==> src/rtl/sram_fifo_pkg.sv <==
// Shared defaults, SRAM pin encodings and the per-cycle operation type
// for the SRAM-backed FIFO controller.
package sram_fifo_pkg;

    localparam int DEF_ADDR_W      = 9;
    localparam int DEF_DATA_W      = 8;
    localparam int DEF_ALMOST_FULL = 480;
    localparam int DEPTH           = 2 ** DEF_ADDR_W;

    // SRAM controls are active low; the WEN values are per bit and replicated to the word width.
    localparam logic CEN_ON   = 1'b0;
    localparam logic GWEN_WR  = 1'b0;
    localparam logic WEN_ALL  = 1'b0;
    localparam logic WEN_NONE = 1'b1;

    typedef enum logic [1:0] {
        OP_IDLE,
        OP_RD,
        OP_WR
    } sram_op_e;

endpackage

==> src/rtl/sram_fifo_obuf.sv <==
// Two-entry first-word-fall-through queue that catches SRAM read data;
// entry0 is always the head presented to the consumer.
module sram_fifo_obuf #(
    parameter int DATA_W = 8
) (
    input  logic              clk,
    input  logic              rst,
    input  logic              push_i,
    input  logic [DATA_W-1:0] pushData_i,
    input  logic              pop_i,
    output logic [DATA_W-1:0] headData_o,
    output logic [1:0]        count_o
);

    logic [DATA_W-1:0] entry0_q, entry0_d;
    logic [DATA_W-1:0] entry1_q, entry1_d;
    logic [1:0]        count_q, count_d;
    logic              popEn;
    logic              pushEn;

    // Pop is applied first so a simultaneous push lands behind the surviving entry.
    always_comb begin
        popEn    = pop_i && (count_q != 2'd0);
        pushEn   = push_i && ((count_q != 2'd2) || popEn);
        entry0_d = entry0_q;
        entry1_d = entry1_q;
        count_d  = count_q;
        if (popEn) begin
            entry0_d = entry1_q;
            count_d  = count_q - 2'd1;
        end
        if (pushEn) begin
            if (count_d == 2'd0) begin
                entry0_d = pushData_i;
            end else begin
                entry1_d = pushData_i;
            end
            count_d = count_d + 2'd1;
        end
    end

    always_ff @(posedge clk) begin
        if (rst) begin
            entry0_q <= '0;
            entry1_q <= '0;
            count_q  <= 2'd0;
        end else begin
            entry0_q <= entry0_d;
            entry1_q <= entry1_d;
            count_q  <= count_d;
        end
    end

    assign headData_o = entry0_q;
    assign count_o    = count_q;

endmodule

==> src/rtl/sram_fifo_ctrl.sv <==
// FIFO controller around a single-port 512x8 SRAM macro: one SRAM operation per
// cycle, read-ahead into a 2-entry output buffer so rd_data falls through.
module sram_fifo_ctrl
    import sram_fifo_pkg::*;
#(
    parameter int ADDR_W      = DEF_ADDR_W,
    parameter int DATA_W      = DEF_DATA_W,
    parameter int ALMOST_FULL = DEF_ALMOST_FULL
) (
    input  logic              clk,
    input  logic              rst,
    input  logic              wr_valid,
    output logic              wr_ready,
    input  logic [DATA_W-1:0] wr_data,
    output logic              rd_valid,
    input  logic              rd_ready,
    output logic [DATA_W-1:0] rd_data,
    output logic [ADDR_W+1:0] level,
    output logic              almost_full,
    output logic [ADDR_W-1:0] sram_a,
    output logic [DATA_W-1:0] sram_d,
    output logic [DATA_W-1:0] sram_wen,
    output logic              sram_gwen,
    output logic              sram_cen,
    input  logic [DATA_W-1:0] sram_q
);

    localparam logic [ADDR_W:0] FULL_COUNT = {1'b1, {ADDR_W{1'b0}}};

    logic [ADDR_W-1:0] wrPtr_q, wrPtr_d;
    logic [ADDR_W-1:0] rdPtr_q, rdPtr_d;
    logic [ADDR_W:0]   sramCount_q, sramCount_d;
    logic              inflight_q, inflight_d;
    logic [1:0]        obufCount;
    logic [1:0]        pending;
    logic              notFull;
    logic              starve;
    logic              canRead;
    sram_op_e          op;

    assign pending = obufCount + {1'b0, inflight_q};
    assign notFull = (sramCount_q != FULL_COUNT);
    assign starve  = (pending == 2'd0) && (sramCount_q != '0);
    assign canRead = (sramCount_q != '0) && (pending != 2'd2);

    // An empty consumer side always wins the port so the read pipeline never stalls behind writes.
    always_comb begin
        op = OP_IDLE;
        if (rst) begin
            op = OP_IDLE;
        end else if (starve) begin
            op = OP_RD;
        end else if (wr_valid && notFull) begin
            op = OP_WR;
        end else if (canRead) begin
            op = OP_RD;
        end
    end

    always_comb begin
        wrPtr_d     = wrPtr_q;
        rdPtr_d     = rdPtr_q;
        sramCount_d = sramCount_q;
        inflight_d  = 1'b0;
        sram_cen    = ~CEN_ON;
        sram_gwen   = ~GWEN_WR;
        sram_wen    = {DATA_W{WEN_NONE}};
        sram_a      = '0;
        sram_d      = '0;
        case (op)
            OP_WR: begin
                wrPtr_d     = wrPtr_q + ADDR_W'(1);
                sramCount_d = sramCount_q + (ADDR_W+1)'(1);
                sram_cen    = CEN_ON;
                sram_gwen   = GWEN_WR;
                sram_wen    = {DATA_W{WEN_ALL}};
                sram_a      = wrPtr_q;
                sram_d      = wr_data;
            end
            OP_RD: begin
                rdPtr_d     = rdPtr_q + ADDR_W'(1);
                sramCount_d = sramCount_q - (ADDR_W+1)'(1);
                inflight_d  = 1'b1;
                sram_cen    = CEN_ON;
                sram_a      = rdPtr_q;
            end
            default: ;
        endcase
    end

    always_ff @(posedge clk) begin
        if (rst) begin
            wrPtr_q     <= '0;
            rdPtr_q     <= '0;
            sramCount_q <= '0;
            inflight_q  <= 1'b0;
        end else begin
            wrPtr_q     <= wrPtr_d;
            rdPtr_q     <= rdPtr_d;
            sramCount_q <= sramCount_d;
            inflight_q  <= inflight_d;
        end
    end

    // Q is only valid the cycle after a read edge, which is exactly when inflight_q is set.
    sram_fifo_obuf #(
        .DATA_W(DATA_W)
    ) outBuf (
        .clk       (clk),
        .rst       (rst),
        .push_i    (inflight_q),
        .pushData_i(sram_q),
        .pop_i     (rd_ready),
        .headData_o(rd_data),
        .count_o   (obufCount)
    );

    assign wr_ready    = rst || (notFull && !starve);
    assign rd_valid    = !rst && (obufCount != 2'd0);
    assign level       = rst ? '0 : ({1'b0, sramCount_q}
                                     + {{(ADDR_W+1){1'b0}}, inflight_q}
                                     + {{ADDR_W{1'b0}}, obufCount});
    assign almost_full = (int'(level) >= ALMOST_FULL);

endmodule
==> config.mk <==
export PLATFORM = sky130hd
export DESIGN_NAME = sram_fifo_ctrl
export DESIGN_NICKNAME = d
export VERILOG_FILES = /design/src/rtl/sram_fifo_pkg.sv /design/src/rtl/sram_fifo_obuf.sv /design/src/rtl/sram_fifo_ctrl.sv
export SDC_FILE = /design/constraint.sdc
export NUM_CORES = 1
export LEC_CHECK = 0
export BUFFER_PORTS_ARGS = -buffer_cell sky130_fd_sc_hd__buf_2
export CAP_MARGIN = 20
export CORE_MARGIN = 5
export CORE_UTILIZATION = 54
export DETAILED_ROUTE_END_ITERATION = 12
export PLACE_DENSITY = 0.8
export SLEW_MARGIN = 10
export SYNTH_ARGS = -nofsm -noshare
export SYNTH_HDL_FRONTEND = slang
export SYNTH_HIERARCHICAL = 1
export SYNTH_SLANG_ARGS = --single-unit
export TNS_END_PERCENT = 100
==> constraint.sdc <==
create_clock -name clk -period 3.7 [get_ports clk]
set_clock_uncertainty 0.05 [all_clocks]
set_input_delay 0.185 -clock clk [delete_from_list [all_inputs] [get_ports clk]]
set_output_delay 0.185 -clock clk [all_outputs]
set_load 0.1 [all_outputs]
After elaboration in Yosys (flattened, before gate mapping). Index checks and enable logic that the tools add are counted. Widths: inputs -> output; s select.

Reduce and logical (&&, ||, !) cells: 18. Bitwise logic cells: 1. Add/subtract/negate cells: 9. Multiplexer cells: 17. Equality and inequality tests: 5. Magnitude comparators: 1.

Operator list (number): $mux 8 (5); $pmux 10 s2 (1); $add 9x1->9 const B (2); $pmux 9 s2 (1); $add 10x1->11 (1); $add 11x2->11 (1); $ge 11x9->1 const B (1); $mux 11 (1); $add 10x1->10 const B (1); $mux 2 (5); $ne 10x10->1 const B (1); $reduce_bool 10->1 (1); $sub 10x1->10 const B (1); $logic_and 1x1->1 (7); $logic_not 2->1 (2); $mux 1 (4); $ne 2x2->1 const B (2); $reduce_bool 2->1 (2); $add 2x1->2 (1); $add 2x1->2 const B (1); $eq 2x1->1 const B (1); $eq 2x2->1 const B (1); $logic_not 1->1 (2); $logic_or 1x1->1 (2); other kinds (4) (4).

Logic and storage cells: 58. Input port bits: 20. Register bits: 47. Output and inout port bits: 49.

Logic depth before layout (Yosys ltp). Gate-level depths: netlist of the first run.

Depth after elaboration: 10. Depth in mapped cells: 15. Mapped depth without buffers: 14.

Cells and area by module. The synthesis of the first run kept the hierarchy.

Modules (own cells, without submodules): sram_fifo_ctrl (area an instance 2194.6 µm², instances 1, seq. area each 580.6 µm², cells each 283); sram_fifo_obuf (area an instance 834.6 µm², instances 1, seq. area each 360.3 µm², cells each 80).

Worst setup path before layout of the first run. Ideal clock, no wire load.

Path type: reg2out. Start: reg sramCount_q[0]. End: out almost_full. Arrival time: 5.356 ns. Path buffers: 0. Required time: 3.465 ns. Cell stages (with the launch flop): 7. Path slack: -1.891 ns. Path through: dfxtp_1 > fa_1 > inv_1 > fa_1 > and2b_1 > nor4b_1 > a211o_1.

Cells in the longest elaborated chain, start to end: 4.

RTL lines: from (decl) (line sram_fifo_ctrl.sv:32) `logic [ADDR_W:0] sramCount_q, sramCount_d;`; from (signal assigned) (line sram_fifo_ctrl.sv:100) `sramCount_q <= sramCount_d;`; $add 10x1->11 (line sram_fifo_ctrl.sv:121) `+ {{(ADDR_W+1){1'b0}}, inflight_q}`; $add 11x2->11 (line sram_fifo_ctrl.sv:122) `+ {{ADDR_W{1'b0}}, obufCount});`; $mux 11 (line sram_fifo_ctrl.sv:120) `assign level = rst ? '0 : ({1'b0, sramCount_q}`; via level[10] (line sram_fifo_ctrl.sv:18) `output logic [ADDR_W+1:0] level,`; $ge 11x9->1 (line sram_fifo_ctrl.sv:123) `assign almost_full = (int'(level) >= ALMOST_FULL);`; to (decl) (line sram_fifo_ctrl.sv:19) `output logic almost_full,`.

The timed path passes the listed nets, and every way through them passes these cells.

Worst setup path in the final report of the first run.
Start: reg sramCount_q[3]. End: out sram_a[1].

Cells in the longest elaborated chain, start to end: 8. Elaborated cells between the ends (all ways): 12. Classes of those cells: eq/ne: 3; mux: 5; reduce/logical: 4.

RTL lines: $reduce_bool 10->1 (line sram_fifo_ctrl.sv:43, sram_fifo_ctrl.sv:44); $logic_and 1x1->1 (line sram_fifo_ctrl.sv:44) `assign canRead = (sramCount_q != '0) && (pending != 2'd2);`; $mux 1 (line sram_fifo_ctrl.sv:55) `end else if (canRead) begin`; $mux 2 (line sram_fifo_ctrl.sv:53) `end else if (wr_valid && notFull) begin`; $mux 2 (*) (line sram_fifo_ctrl.sv:51) `end else if (starve) begin`; $mux 2 (*) (line sram_fifo_ctrl.sv:49) `if (rst) begin`; $eq 2x1->1 / $eq 2x2->1 (equally long branches) (line sram_fifo_ctrl.sv:70) `case (op)`; $pmux 9 s2 (*) (line sram_fifo_ctrl.sv:70); to (decl) (line sram_fifo_ctrl.sv:20) `output logic [ADDR_W-1:0] sram_a,`.

Mark *: on every way between the ends. The rest lies on a longest branch, timed or not.

==> impl_results.md, run 1 <==
- Run status: complete, no violations
- Slowest stage cell, crit path: ha_1
- Slowest Stage Delay on Critical Path: 0.61 ns
- Syn-to-layout area delta: 15.3%
- Placed Area: 0.00337 mm^2
- Setup tns final: 0 ns
- Endpoints failing setup: 0
- Worst skew pair latency: 0.30 ns
- Slew headroom: 52.1%
- Synthesized cell area: 0.00303 mm^2
- First-pass GRT wire length: 11,800 um
- Predominant post-synthesis flop cell: dfxtp_1
- Crit path max fanout: 23
- Commonest cells after routing, fill and taps aside: nor2_1 (68), buf_2 (68), dfxtp_1 (47)
- Critical path capture point type: output port
- WP data required: 3.46 ns
- Seq cells post-synth: 47
- Netlist cell types: 58
- Fin. Hold Viols: 0
- Avg Vias per Cell: 5.45
- Core Rows: 27
- Worst Path Buf+Inv: 2
- GRT overflow: 0
- Area of the die: 0.00721 mm^2
- Clock sink count: 47
- IO buf count: 68
- Worst slack, placed: 0.339 ns
- Max-slew violations: 0
- Family with the most delay on the worst path: simple AND/OR/NAND/NOR gates
- CTS Hold Bufs: 0
- Share of the clock period used by the worst path: 90.7%
- Final WS setup: 0.343 ns
- Mapped Nets: 403
- CTS tree: yes
- Crit path launch type: register
- Initial antenna violation count: 0
- DR pass1 iterations: 4
- Post-DP HPWL: 5030 um
- Cell Chain, Critical Path: nor4_2 > nand3_2 > a31oi_1 > nand3_1 > inv_1 > ha_1 > a22oi_1 > nor2_1 > buf_2
- F_max: 0.298 GHz
- Clock tree buffer depth: 2
- Hold crit path type: primary input to register
- Area leader, netlist: dfxtp_1
- Wirelength per Cell: 13.7 um
- Top-area cell type share of the netlist area: 31.1%
- Largest cells by area after synthesis: dfxtp_1 (31%), nor2_1 (8.4%), ha_1 (7.0%)
- Antenna Cells: 0
- Syn avg cell area: 8.34 um^2
- Worst Max-Slew Pin Slew: 0.719 ns
- Core area: 0.00547 mm^2
- Synth Warn #: 6
- Final RePlAce weighted congestion: 0.895
- Root buf cell: clkbuf_8
- Post-Syn Instances: 363
- Post-synth ARST share: 0%
- Final instance area: 0.00349 mm^2
- Seq/Total Area, Yosys: 31.1%
- Unrepaired setup endpoints after global routing: no
- Share of layout cells above drive strength 1: 22.9%
- Detailed Route WL: 6760 um
- Worst-path clk slew: 0.09 ns
- DRC violations left: 0
- Fin crit period: 3.36 ns
- Post-route ant nets: 0
- Max cap viols: 0
- Die width: 84.9 um
- Num CTS Buffers: 5
- Vias in the first global route: 2,672
- Die Height: 84.9 um
- Total GRT Usage: 19.4%
- Number of synthesized flops with an enable pin: 0
- H-Tree Depth: 2
- Iter 0 DRT Violations: 144
- Arrival @ worst endpoint: 3.12 ns
- Layout Nets: 459
- Largest net degree at the start of global routing: 41
- Vias: 2,679
- Worst setup path class: register to output port
- Initial Utilization: 55.3%
- Num ports: 69
Yosys cell counts (2+ instances only):
master	count
a21oi_1	12
fa_1	3
buf_1	5
a21o_1	2
or4_1	2
nand3_1	10
a22oi_1	9
buf_4	9
nor3_1	5
buf_6	2
nand4_1	10
inv_1	14
xnor2_2	2
xor2_1	16
mux2i_1	20
dfxtp_1	47
a211oi_1	11
nor2b_1	4
and2_1	10
nand2_1	17
or3_1	4
o21ai_0	10
inv_2	2
nor4_1	3
xnor2_1	8
nor2_1	68
clkbuf_1	7
o21a_1	5
ha_1	17
layer usage:
| layer | track usage, % | vias to the layer above | wire length (um) |
|---|---|---|---|
| li1 | - | 1383 | - |
| met1 | 24.1 | 1204 | 3100 |
| met2 | 32.5 | 78 | 3180 |
| met3 | 4.66 | 14 | 412 |
| met4 | 7.63 | 0 | 81 |
| met5 | 0 | - | 0 |
repair_timing:
| item | 4_1_cts | 5_1_grt |
|---|---|---|
| buffers inserted | 0 | 0 |
| endpoints found under the setup margin | 0 | 2 |
| hold endpoints to repair | 0 | 0 |
| gates resized for setup | 0 | 2 |
stage by stage:
stage / hold WS (ns) / util, % / cells
floorplan: 0.282 / - / 363
global placement: 0.387 / 61.6 / 484
detailed placement: 0.395 / 61.6 / 484
CTS: 0.0812 / 63.8 / 492
global route: 0.0877 / 63.8 / 492
finish: 0.0840 / 63.8 / 492
flip-flops by register name (all words and copies together), names as in the netlist:
| name | count |
|---|---|
| sramCount_q | 10 |
| outBuf/headData_o | 8 |
| inflight_q | 1 |
| outBuf/count_o | 2 |
| wrPtr_q | 9 |
| outBuf/entry1_q | 8 |
| rdPtr_q | 9 |
cells by family (layout without fill, tap and decap cells):
logic type | Yosys count | in the layout | synth area share [%]
XOR/XNOR | 26 | 26 | 8.01
adder cells (fa/ha/maj) | 20 | 20 | 9.00
flip-flops | 47 | 47 | 31.1
multiplexers | 20 | 20 | 6.61
buffers and inverters | 40 | 97 | 6.61
AND/OR/NAND/NOR | 144 | 144 | 23.3
AO/OA/AOI/OAI | 66 | 66 | 15.4
worst register-to-register path: stages (launching register included):
cell	delay (ns)
dfxtp_1	0.40
nor4_2	0.35
nand3_2	0.15
nand3_1	0.10
o21ai_1	0.06
or3_4	0.38
inv_2	0.06
ha_2	0.30
ha_1	0.30
nor2_1	0.09
nor3_1	0.35
a211oi_1	0.13
nor4_1	0.32
o221ai_1	0.17
final cells by class:
cell class	instances	area, um^2
Fill cell	487	1980
Multi-Input combinational cell	276	1910
Tap cell	72	90.1
Inverter	16	60.1
Clock inverter	2	35.0
Sequential cell	47	941
Clock buffer	6	82.6
Timing Repair Buffer	73	378
final timing paths:
kind	start	endpoint	slack (ns)	cells after the start
setup / recovery	sramCount_q[3]	sram_a[1]	0.34	9
hold / removal	sram_q[1]	outBuf/entry1_q[1]	0.08	3
setup reg to reg	sramCount_q[3]	sramCount_q[9]	0.36	13
hold reg to reg	outBuf/entry1_q[2]	outBuf/entry1_q[2]	0.45	2
Power of run 1 is not shown: default switching activity piles up to over one toggle a cycle in this logic, so the estimate is an artifact.
==> run 2: changes to the inputs <==
Settings changed: BUFFER_PORTS_ARGS -buffer_cell sky130_fd_sc_hd__buf_2 to -buffer_cell sky130_fd_sc_hd__clkbuf_2, GPL_TIMING_DRIVEN set to 0, RECOVER_POWER set to 50.
==> run 2 against run 1 <==
Routed wire length grew 5.8%; final area grew 1.9%; non-clock buffer count grew 19; core utilization grew 1.2 points; global-route usage grew 1.0 points; register-to-register slack lost 0.14 ns.
==> impl_results.md, run 2 (synthesis gave the netlist of run 1 again) <==
- WP depth: 15 (was 9)
- Fin. Hold Viols: 0 (unchanged)
- Iter 0 DRT Violations: 107 (was 144)
- Num CTS Buffers: 5 (unchanged)
- Commonest cells after routing, fill and taps aside: nor2_1 (68), dfxtp_1 (47), clkbuf_2 (45) (was nor2_1 (68), buf_2 (68), dfxtp_1 (47))
- Vias: 2,806 (was 2,679)
- Post-DP HPWL: 5590 um (was 5030 um)
- Commonest non-fill, non-tap cell in the layout: nor2_1
- Num ports: 69 (unchanged)
- Final RePlAce weighted congestion: 0.883 (was 0.895)
- Top reg by flops: sramCount_q (unchanged)
- Post-route ant nets: 0 (unchanged)
- Core area: 0.00547 mm^2 (unchanged)
- Crit path max fanout: 9 (was 23)
- Top Registers: sramCount_q (10), rdPtr_q (9), wrPtr_q (9) (unchanged)
- Fin crit period: 3.48 ns (was 3.36 ns)
- Cell Chain, Critical Path: nor4_2 > nand3_2 > nand3_1 > o21ai_1 > or3_4 > inv_1 > ha_2 > buf_4 > inv_2 > fa_1 > nor2b_1 > o31a_1 > o22ai_1 > xnor2_1 > o2bb2ai_1 (was nor4_2 > nand3_2 > a31oi_1 > nand3_1 > inv_1 > ha_1 > a22oi_1 > nor2_1 > buf_2)
- Largest net degree at the start of global routing: 17 (was 41)
- Hold Path Depth: 3 (unchanged)
- Root buf cell: clkbuf_8 (unchanged)
- Die width: 84.9 um (unchanged)
- First-pass GRT wire length: 12,500 um (was 11,800 um)
- Crit path launch type: register (unchanged)
- Antenna Cells: 0 (unchanged)
- Run status: complete, no violations (unchanged)
- Syn-to-layout area delta: 17.4% (was 15.3%)
- Worst Max-Slew Pin Slew: 1.18 ns (was 0.719 ns)
- F_max: 0.288 GHz (was 0.298 GHz)
- Endpoints failing setup: 0 (unchanged)
- CTS Hold Bufs: 0 (unchanged)
- Unrepaired setup endpoints after global routing: no (unchanged)
- Worst-path clk slew: 0.09 ns (about the same)
- Final WS setup: 0.222 ns (was 0.343 ns)
- IO buf count: 68 (unchanged)
- Area of the die: 0.00721 mm^2 (unchanged)
- Fin Hold WS: 0.0846 ns (was 0.0840 ns)
- Fillers: 504 (was 487)
- Slowest Stage Delay on Critical Path: 0.41 ns (was 0.61 ns)
- DR pass1 iterations: 4 (unchanged)
- GRT overflow: 0 (unchanged)
- Vias in the first global route: 2,735 (was 2,672)
- Share of layout cells above drive strength 1: 19.1% (was 22.9%)
- Detailed Route WL: 7160 um (was 6760 um)
- Die Height: 84.9 um (unchanged)
- Wirelength per Cell: 14.0 um (was 13.7 um)
- Max-slew violations: 0 (unchanged)
- Hold crit path type: primary input to register (unchanged)
- Total GRT Usage: 20.5% (was 19.4%)
- Clock sink count: 47 (unchanged)
- WP data required: 3.83 ns (was 3.46 ns)
- Largest register FFs: 10 (unchanged)
- Share of the clock period used by the worst path: 94.0% (was 90.7%)
- Initial Utilization: 55.3% (unchanged)
- Worst setup path class: register to register (was register to output port)
- Clock tree buffer depth: 2 (unchanged)
- Fin util: 65.0% (was 63.8%)
- H-Tree Depth: 2 (unchanged)
- Layout Nets: 478 (was 459)
- Arrival @ worst endpoint: 3.61 ns (was 3.12 ns)
- DRC violations left: 0 (unchanged)
- Worst slack, placed: 0.158 ns (was 0.339 ns)
- Initial antenna violation count: 0 (unchanged)
- CTS tree: yes (unchanged)
- Avg Vias per Cell: 5.49 (was 5.45)
- Max cap viols: 0 (unchanged)
- Worst reg-to-reg path cell count: 15 (was 13)
- Slew headroom: 21.8% (was 52.1%)
- Critical path capture point type: register (was output port)
- Slowest stage cell, crit path: dfxtp_1 (was ha_1)
- Worst skew pair latency: 0.30 ns (about the same)
- Core Rows: 27 (unchanged)
- Worst Path Buf+Inv: 3 (was 2)
- Family with the most delay on the worst path: simple AND/OR/NAND/NOR gates (unchanged)
[run 2: layout make-up]
type	instances	area [um^2]	share of cell area [%]
Timing Repair Buffer	68	343	9.64
Buffer	24	128	3.59
Tap cell	72	90.1	2.53
Sequential cell	47	941	26.5
Clock buffer	5	68.8	1.93
Inverter	16	60.1	1.69
Clock inverter	3	46.3	1.30
Multi-Input combinational cell	276	1880	52.9
[run 2: what timing repair did]
item	4_1_cts	5_1_grt
setup endpoints to repair	9	13
resized for setup	9	7
endpoints found under the hold margin	0	0
buffers inserted	0	0
[run 2: path summary, 6_finish.rpt]
check / from / end / slack [ns]
setup / recovery: sramCount_q[3] / sramCount_q[8] / 0.22
hold reg to reg: wrPtr_q[8] / wrPtr_q[8] / 0.45
hold / removal: sram_q[7] / outBuf/entry1_q[7] / 0.08
setup reg to reg: sramCount_q[3] / sramCount_q[8] / 0.22
[run 2: per-layer routing]
metal / global-route usage (%) / wire length [um] / vias to the layer above
li1: - / - / 1410
met1: 26.5 / 3360 / 1305
met2: 35.2 / 3370 / 83
met3: 4.47 / 372 / 8
met4: 4.03 / 53 / 0
met5: 0 / 0 / -
[run 2: tightest hold or removal path, stage by stage]
cell	delay [ns]
clkbuf_2	0.09
mux2i_1	0.06
nor2_1	0.07
[run 2: stage by stage]
step           cell area, um^2  setup TNS, ns  instances
2_1_floorplan             3040          -3.19        363
3_3_place_gp              3470              0        503
3_5_place_dp              3470              0        503
4_1_cts                   3610              0        511
5_1_grt                   3560              0        511
6_report                  3560              0        511
Power of run 2 is left out for the same reason.
==> run 3: changes to the inputs <==
Settings changed: ABC_AREA set to 1, CORE_UTILIZATION 54 to 55.
==> run 3 against run 2 <==
Setup slack better by 0.0043 ns; final cell count is 30% higher; worst hold slack worse by 0.019 ns; synthesized cell count is 41% higher; via count is 16% higher; core utilization is 0.95 points lower; synthesized area is 8.7% higher; critical path depth stayed put.
==> impl_results.md, run 3 <==
- Largest register FFs: 10 (unchanged)
- Seq/Total Area, Yosys: 28.6% (was 31.1%)
- Largest net degree at the start of global routing: 17 (unchanged)
- Total GRT Usage: 20.7% (was 20.5%)
- Initial antenna violation count: 0 (unchanged)
- Core area: 0.00589 mm^2 (was 0.00547 mm^2)
- Top-count cell post-synth: nand2_1 (was nor2_1)
- Leakage: 1.98 nW
- Worst Max-Slew Pin Slew: 1.24 ns (was 1.18 ns)
- DR pass1 iterations: 4 (unchanged)
- Syn-to-layout area delta: 14.5% (was 17.4%)
- Layout Nets: 627 (was 478)
- Slew headroom: 17.8% (was 21.8%)
- Core Rows: 28 (was 27)
- Post-route ant nets: 0 (unchanged)
- Share of layout cells above drive strength 1: 15.0% (was 19.1%)
- Slowest stage cell, crit path: buf_2 (was dfxtp_1)
- Endpoints failing setup: 0 (unchanged)
- H-Tree Depth: 2 (unchanged)
- Area of the die: 0.00764 mm^2 (was 0.00721 mm^2)
- Clock tree buffer depth: 2 (unchanged)
- Vias: 3,244 (was 2,806)
- Netlist cell types: 34 (was 58)
- F_max: 0.288 GHz (about the same)
- Root buf cell: clkbuf_8 (unchanged)
- Max-slew violations: 0 (unchanged)
- IO buf count: 67 (was 68)
- Seq cells post-synth: 47 (unchanged)
- Detailed Route WL: 7690 um (was 7160 um)
- Max cap viols: 0 (unchanged)
- Synth Warn #: 6 (unchanged)
- Crit path max fanout: 10 (was 9)
- Largest cells by area after synthesis: dfxtp_1 (29%), nand2_1 (16%), inv_1 (8.7%) (was dfxtp_1 (31%), nor2_1 (8.4%), ha_1 (7.0%))
- Worst Path Buf+Inv: 5 (was 3)
- Worst skew pair latency: 0.30 ns (about the same)
- Crit path launch type: register (unchanged)
- Arrival @ worst endpoint: 3.24 ns (was 3.61 ns)
- DRC violations left: 0 (unchanged)
- Worst-path clk slew: 0.10 ns (was 0.09 ns)
- Avg Vias per Cell: 4.89 (was 5.49)
- Fin. Hold Viols: 0 (unchanged)
- Family with the most delay on the worst path: buffers and inverters (was simple AND/OR/NAND/NOR gates)
- GRT overflow: 0 (unchanged)
- Number of synthesized flops with an enable pin: 0 (unchanged)
- Iter 0 DRT Violations: 123 (was 107)
- Fin Hold WS: 0.0655 ns (was 0.0846 ns)
- Final instance area: 0.00377 mm^2 (was 0.00356 mm^2)
- Top Registers: sramCount_q (10), rdPtr_q (9), wrPtr_q (9) (unchanged)
- Placed Cells incl. Taps: 655 (was 503)
- Top-area cell type share of the netlist area: 28.6% (was 31.1%)
- Hold crit path type: primary input to register (unchanged)
- Post-synth ARST share: 0% (unchanged)
- Area leader, netlist: dfxtp_1 (unchanged)
- Commonest non-fill, non-tap cell in the layout: nand2_1 (was nor2_1)
- Top reg by flops: sramCount_q (unchanged)
- Mapped Nets: 553 (was 403)
- Cell Chain, Critical Path: inv_1 > nand4_1 > nor2_1 > nand3_1 > nand2_1 > nand3_1 > nand2_1 > nand2_2 > inv_1 > ha_1 > buf_4 > clkbuf_1 > nand2_1 > a21oi_1 > buf_2 (was nor4_2 > nand3_2 > nand3_1 > o21ai_1 > or3_4 > inv_1 > ha_2 > buf_4 > inv_2 > fa_1 > nor2b_1 > o31a_1 > o22ai_1 > xnor2_1 > o2bb2ai_1)
- First-pass GRT wire length: 13,100 um (was 12,500 um)
- Share of the clock period used by the worst path: 93.9% (was 94.0%)
- Most frequent CP cell: nand2_1
- Die width: 87.4 um (was 84.9 um)
- Die Height: 87.4 um (was 84.9 um)
- WP data required: 3.46 ns (was 3.83 ns)
- Num CTS Buffers: 5 (unchanged)
- Antenna Cells: 0 (unchanged)
- Fin crit period: 3.47 ns (was 3.48 ns)
- Predominant post-synthesis flop cell: dfxtp_1 (unchanged)
- Worst setup path class: register to output port (was register to register)
- Critical path capture point type: output port (was register)
- Unrepaired setup endpoints after global routing: no (unchanged)
- Post-Syn Instances: 513 (was 363)
- Num ports: 69 (unchanged)
- CTS tree: yes (unchanged)
- Initial Utilization: 56.0% (was 55.3%)
- Final RePlAce weighted congestion: 0.842 (was 0.883)
- Clock sink count: 47 (unchanged)
- Post-DP HPWL: 6180 um (was 5590 um)
- Postcts setup bufs: 0 (unchanged)
- Wirelength per Cell: 11.6 um (was 14.0 um)
- Commonest cells after routing, fill and taps aside: nand2_1 (136), inv_1 (76), nor2_1 (70) (was nor2_1 (68), dfxtp_1 (47), clkbuf_2 (45))
- Synth top cells by count: nand2_1 (136), inv_1 (76), nor2_1 (69) (was nor2_1 (68), dfxtp_1 (47), mux2i_1 (20))
- Worst vdd ir: 0.799 mV
- Synthesized cell area: 0.00329 mm^2 (was 0.00303 mm^2)
- Syn avg cell area: 6.42 um^2 (was 8.34 um^2)
- Placed Area: 0.00372 mm^2 (was 0.00347 mm^2)
- Slowest Stage Delay on Critical Path: 0.44 ns (was 0.41 ns)
- Run status: complete, no violations (unchanged)
- Vias in the first global route: 3,201 (was 2,735)
- Final cell count without fillers: 663 (was 511)
- P per Cell Area: 908 mW/mm^2
[run 3: final timing paths]
path                        from                   end  slack (ns)  depth (start not counted)
setup reg to reg  sramCount_q[0]        sramCount_q[6]        0.36                         20
setup / recovery  sramCount_q[0]             sram_a[6]        0.23                         15
hold / removal         sram_q[1]  outBuf/headData_o[1]        0.07                          3
hold reg to reg       wrPtr_q[0]            wrPtr_q[0]        0.45                          1
[run 3: final cells by class]
cell class / instances / area [um^2]
flip-flops and latches: 47 / 941
clock buffers: 5 / 68.8
well taps: 75 / 93.8
clock inverters: 3 / 46.3
inverters: 81 / 305
fillers: 566 / 2120
plain buffers: 23 / 134
repair buffers: 67 / 329
multi-input cells: 362 / 1850
[run 3: logic make-up after synthesis]
logic type                 Yosys count  synth area share [%]
xor gates and xnor gates             6                  1.60
AOI/OAI and AO/OA                   61                  9.61
and+or+nand+nor                    275                  37.9
buffers and inverters              104                  14.1
adders and majority gates           20                  8.28
DFF                                 47                  28.6
[run 3: timing repair]
item / 4_1_cts / 5_1_grt
hold buffers: 0 / 0
gates resized for setup: 0 / 14
setup endpoints to repair: 0 / 8
[run 3: where the power goes]
group / leakage, nW / switching, W / internal, W / total [W]
Clock: 0.0548 / 0.000185 / 0.000204 / 0.000388
Sequential: 0.383 / 0.000121 / 0.000628 / 0.000748
Combinational: 1.55 / 0.00176 / 0.000527 / 0.00229
Total: 1.98 / 0.00207 / 0.00136 / 0.00342
[run 3: stage by stage]
step | setup WS (ns) | util [%] | setup TNS, ns | total power (W)
floorplan | -0.0794 | - | -0.715 | 0.00272
global placement | 0.462 | 63.2 | 0 | 0.00304
detailed placement | 0.432 | 63.2 | 0 | 0.00310
CTS | 0.157 | 65.2 | 0 | 0.00350
global route | 0.00614 | 64.1 | 0 | 0.00368
finish | 0.227 | 64.1 | 0 | 0.00342
[run 3: tightest hold or removal path: cells and delay by family]
| family | cells | cell delay (ns) |
|---|---|---|
| simple gates | 2 | 0.12 |
| buf+inv | 1 | 0.09 |
[run 3: metal layers]
metal	global-route usage [%]	routed length [um]
met5	0	0
met2	38.1	3880
met1	24.4	3410
met3	3.03	350
met4	6.69	57
Power figures use the tool's default switching activity.
